==> src/rtl/alu_cmd_sequencer.sv <==
// Issue stage for the 8-bit combinational ALU: command FIFO, registered ALU drive,
// result capture and valid/ready result port. Optional macro: ALU_DIVZERO_CHECK_EN.
module alu_cmd_sequencer #(
    parameter int DEPTH = 4,
    parameter int PTR_W = 2
) (
    input  logic             clk,
    input  logic             rst_n,
    input  logic             cmd_valid,
    output logic             cmd_ready,
    input  logic [7:0]       cmd_a,
    input  logic [7:0]       cmd_b,
    input  logic [3:0]       cmd_op,
    output logic [7:0]       alu_a,
    output logic [7:0]       alu_b,
    output logic [3:0]       alu_com,
    output logic             alu_en,
    input  logic [15:0]      alu_y,
    output logic             res_valid,
    input  logic             res_ready,
    output logic [15:0]      res_data,
    output logic [3:0]       res_op,
    output logic             err,
    output logic [PTR_W:0]   level
);

    // state | meaning
    // IDLE  | no command in flight, waiting for FIFO to become non-empty
    // DRIVE | ALU inputs valid, alu_en high, result captured at cycle end
    // RESP  | result presented on res_*, waiting for res_ready
    typedef enum logic [1:0] {
        IDLE  = 2'd0,
        DRIVE = 2'd1,
        RESP  = 2'd2
    } state_t;

    localparam logic [PTR_W:0] FULL_LVL = (PTR_W+1)'(DEPTH);

    state_t            state, state_nxt;
    logic [7:0]        mem_a  [DEPTH];
    logic [7:0]        mem_b  [DEPTH];
    logic [3:0]        mem_op [DEPTH];
    logic [PTR_W-1:0]  wr_ptr, rd_ptr;
    logic [PTR_W:0]    level_q;
    logic              push, pop;
    logic [15:0]       cap_data;

    assign cmd_ready = (level_q != FULL_LVL);
    assign push      = cmd_valid & cmd_ready;
    assign level     = level_q;
    assign alu_en    = (state == DRIVE);
    assign res_valid = (state == RESP);

    always_comb begin
        state_nxt = state;
        pop       = 1'b0;
        case (state)
            IDLE: begin
                if (level_q != '0) begin
                    pop       = 1'b1;
                    state_nxt = DRIVE;
                end
            end
            DRIVE: state_nxt = RESP;
            RESP: begin
                if (res_ready) begin
                    if (level_q != '0) begin
                        pop       = 1'b1;
                        state_nxt = DRIVE;
                    end else begin
                        state_nxt = IDLE;
                    end
                end
            end
            default: state_nxt = IDLE;
        endcase
    end

    always_ff @(posedge clk or negedge rst_n) begin
        if (!rst_n) state <= IDLE;
        else        state <= state_nxt;
    end

    // Storage needs no reset: entries are only read below level_q.
    always_ff @(posedge clk) begin
        if (push) begin
            mem_a[wr_ptr]  <= cmd_a;
            mem_b[wr_ptr]  <= cmd_b;
            mem_op[wr_ptr] <= cmd_op;
        end
    end

    always_ff @(posedge clk or negedge rst_n) begin
        if (!rst_n) begin
            wr_ptr  <= '0;
            rd_ptr  <= '0;
            level_q <= '0;
        end else begin
            if (push) wr_ptr <= wr_ptr + PTR_W'(1);
            if (pop)  rd_ptr <= rd_ptr + PTR_W'(1);
            case ({push, pop})
                2'b10:   level_q <= level_q + (PTR_W+1)'(1);
                2'b01:   level_q <= level_q - (PTR_W+1)'(1);
                default: level_q <= level_q;
            endcase
        end
    end

    always_ff @(posedge clk or negedge rst_n) begin
        if (!rst_n) begin
            alu_a   <= '0;
            alu_b   <= '0;
            alu_com <= '0;
        end else if (pop) begin
            alu_a   <= mem_a[rd_ptr];
            alu_b   <= mem_b[rd_ptr];
            alu_com <= mem_op[rd_ptr];
        end
    end

`ifdef ALU_DIVZERO_CHECK_EN
    logic divz;
    logic err_q;

    assign divz     = (alu_com == 4'h5) && (alu_b == 8'h00);
    assign cap_data = divz ? 16'hFFFF : alu_y;
    assign err      = err_q;

    always_ff @(posedge clk or negedge rst_n) begin
        if (!rst_n)              err_q <= 1'b0;
        else if (state == DRIVE) err_q <= divz;
    end
`else
    assign cap_data = alu_y;
    assign err      = 1'b0;
`endif

    // Captured result holds through RESP and beyond until the next DRIVE.
    always_ff @(posedge clk or negedge rst_n) begin
        if (!rst_n) begin
            res_data <= '0;
            res_op   <= '0;
        end else if (state == DRIVE) begin
            res_data <= cap_data;
            res_op   <= alu_com;
        end
    end

endmodule

==> config.mk <==
export PLATFORM = sky130hd
export DESIGN_NAME = alu_cmd_sequencer
export DESIGN_NICKNAME = d
export VERILOG_FILES = /design/src/rtl/alu_cmd_sequencer.sv
export SDC_FILE = /design/constraint.sdc
export NUM_CORES = 1
export LEC_CHECK = 0
export BUFFER_PORTS_ARGS = -buffer_cell sky130_fd_sc_hd__buf_2
export CORE_MARGIN = 1
export CORE_UTILIZATION = 54
export CTS_CLUSTER_SIZE = 14
export DETAILED_ROUTE_END_ITERATION = 12
export PLACE_DENSITY_LB_ADDON = 0.05
export SLEW_MARGIN = 15
export SYNTH_ARGS = -nofsm -noshare
export SYNTH_HDL_FRONTEND = slang
export SYNTH_SLANG_ARGS = --single-unit
==> constraint.sdc <==
create_clock -name clk -period 2.3 [get_ports clk]
set_input_delay 0.115 -clock clk [delete_from_list [all_inputs] [get_ports clk]]
set_output_delay 0.115 -clock clk [all_outputs]
set_load 0.01 [all_outputs]
==> impl_metrics.csv <==
group,metric,value,unit
placement,dpl.hpwl,4740,um
floorplan,num_rows,34,
clock_tree,post_cts_buffers,0,
global_routing,grt_pass1_wl,13900,um
outcome,status,"finished with violations",
global_routing,antenna_found_initial,0,
worst_setup_path,r2r_slack,0.19,ns
logic_synthesis,synthDistinctLibCells,25,
outcome,failed_checks,"design-rule violations",
global_routing,grt_usage,0.201,
worst_hold_path,min_path_type,"in2async",
job,maxCapViolCount,0,
floorplan,die_y,97.7,um
layout,fillers,530,
clock_tree,numClockSinks,129,
logic_synthesis,yosysTopAreaCellShare,0.485,
logic_synthesis,netlist_area,0.00495,mm2
floorplan,initial_utilization,0.562,
layout,final_cells,493,
layout,areaGrowthSynthToFinish,31.1,%
sta,period_minus_slack,2.11,ns
clock_tree,clk_pin_slew,0.06,ns
worst_setup_path,worst-path-max-fanout,6,
sta,clock_skew,0.00879,ns
floorplan,dieArea,0.00955,mm2
worst_setup_path,critPathArrivalTime,2.49,ns
logic_synthesis,synthTopCellsByArea,"edfxtp_1 49%, dfrtp_1 25%, mux4_2 9.1%, mux2_4 5.8%, mux2_2 4.1%",
detailed_routing,drc,20,
detailed_routing,viasPerCell,5.19,
logic_synthesis,synth_warnings,0,
sta,hold_viol_final,0,
floorplan,ios,87,
worst_setup_path,worstSetupPathType,"reg2reg",
sta,slew_headroom,0.239,
clock_tree,numCtsBuffers,17,
layout,n_antenna_cell,0,
layout,nets,418,
floorplan,core_area,0.00881,mm2
sta,finalCritPeriodShare,0.916,
sta,rsz0062_at_grt,"false",
clock_tree,clk_latency,0.50,ns
sta,tightest_slew,1.14,ns
logic_synthesis,ys_seq_elements,129,
detailed_routing,postRouteAntennaNets,0,
placement,dp_cells,422,
power_and_ir_drop,worst_ir_drop_vdd,0.768,mV
clock_tree,cts_max_level,4,
placement,place_area,0.00550,mm2
sta,fmax,475,MHz
worst_setup_path,setup.worst_path.start_class,"flop",
detailed_routing,vias,2560,
logic_synthesis,synth_top_cell_by_area,"edfxtp_1",
logic_synthesis,synth_area_per_cell,21.3,um2
detailed_routing,dr.first_iter.drc_count,99,
logic_synthesis,synth-seq-area-share,0.733,
clock_tree,post_cts_resized,0,
logic_synthesis,syn_nets,278,
placement,place.gp.congestion,0.692,
floorplan,die_w,97.7,um
power_and_ir_drop,leakage,0.00265,uW
global_routing,grt_pass1_vias,2732,
power_and_ir_drop,power.density,1430,mW/mm2
worst_setup_path,cp.required,2.68,ns
detailed_routing,drt_wl_total,8620,um
global_routing,grt_max_degree,50,
sta,drv_slew,0,
detailed_routing,wl_per_cell,17.5,um
logic_synthesis,synthCells,232,
placement,io_buffers,85,
worst_setup_path,worst_setup_path_end_kind,"flop",
global_routing,grt-ovfl-total,0,
clock_tree,cts-root-buf,"clkbuf_8",
clock_tree,clockBufferDepth,2,
sta,setup_viol,0,
sta,finalSetupTns,0,ns
layout,layout-drive-gt1-share,0.473,
clock_tree,cts_tree,"yes",
layout,fin_area,0.00649,mm2
detailed_routing,dr.pass1.iters,10,
## layer usage
layer / vias to the layer above / global-route usage / wire, um
met5: - / 0 / 0
met4: 0 / 0.0746 / 101
met3: 7 / 0.0551 / 402
met2: 80 / 0.352 / 4510
met1: 1290 / 0.238 / 3610
li1: 1183 / - / -
## through the flow
step / total power, uW / worst slack, ns / util / hold slack [ns]
after CTS: 9390 / 0.189 / 0.737 / 0.285
final: 9290 / 0.193 / 0.737 / 0.294
after global routing: 9750 / 0.0923 / 0.737 / 0.345
after detailed placement: 6660 / 0.192 / 0.625 / 0.277
after global placement: 6580 / 0.236 / 0.625 / 0.264
after floorplan: 5760 / 0.207 / - / -0.181
## repair_timing
action	4_1_cts	5_1_grt
endpoints found under the setup margin	0	0
endpoints found under the hold margin	148	0
hold buffers	39	0
## where the power goes
group / total (uW) / switching [uW] / internal (uW)
clock: 2640 / 918 / 1730
sequential: 3610 / 342 / 3270
combinational: 3040 / 1370 / 1670
## Yosys cell counts (all sizes together)
library cell / instances
nor2b: 3
xor2: 3
buf: 8
nor3: 3
conb: 1
mux4: 20
mux2: 42
nor2: 1
dfrtp: 49
and2: 1
and3: 4
fa: 1
a21o: 1
ha: 5
or3b: 1
inv: 4
nor4b: 1
clkbuf: 1
xnor2: 3
edfxtp: 80
## cells by family after synthesis
logic type / after synthesis / synth area share
fa+ha+maj: 6 / 0.0167
other cells: 1 / 0.000758
mux: 62 / 0.201
xor+xnor: 6 / 0.0106
buf+inv: 13 / 0.0159
simple gates: 14 / 0.0205
flops: 129 / 0.733
compound gates: 1 / 0.00152
## layout by cell type, fill, tap and decap left out, drive strengths merged
cell type and instances:
nor2 1, a21o 1, dfrtp 49, bufinv 2
nor2b 3, buf 91, conb 1, clkinv 3
ha 5, fa 1, xor2 3, inv 6
clkbuf 24, and3 4, clkinvlp 1, mux2 42
mux4 20, nor3 3, or3b 1, edfxtp 80
and2 1, dlygate4sd3 39, nor4b 1, xnor2 3
## worst paths after layout
path | depth (start not counted) | to | from
setup / recovery | 6 | level[1] | level[0]
hold / removal | 3 | res_data[6] | rst_n
setup reg to reg | 6 | level[1] | level[0]
hold reg to reg | 1 | res_data[0] | res_data[0]
max in group asynchronous | 3 | alu_b[2] | rst_n
min in group clk | 2 | mem_a[2][7] | cmd_a[7]
## flip-flops by register name, indices dropped and copies added, names as in the netlist
| name | cells |
|---|---|
| mem_a | 32 |
| mem_b | 32 |
| mem_op | 16 |
| res_data | 16 |
| alu_a | 8 |
| alu_b | 8 |
| alu_com | 4 |
| res_op | 4 |
| level | 3 |
| rd_ptr | 2 |
| state | 2 |
| wr_ptr | 2 |
## critical path, cell delays in order, from the launching register on
cell and delay [ns]:
dfrtp_1 0.45, or3b_4 0.43, and2_4 0.19, inv_1 0.06, ha_1 0.19, fa_1 0.41
mux2_2 0.26
## cell type report
type                            count  area, um2  share of cell area
Multi-Input combinational cell     90       1250               0.193
Timing Repair Buffer              130        861               0.133
Clock inverter                      8       95.1              0.0147
Inverter                            4       15.0             0.00231
Tap cell                          108        135              0.0208
Sequential cell                   129       3630               0.559
Clock buffer                       24        503              0.0775
Power figures use the tool's default switching activity.
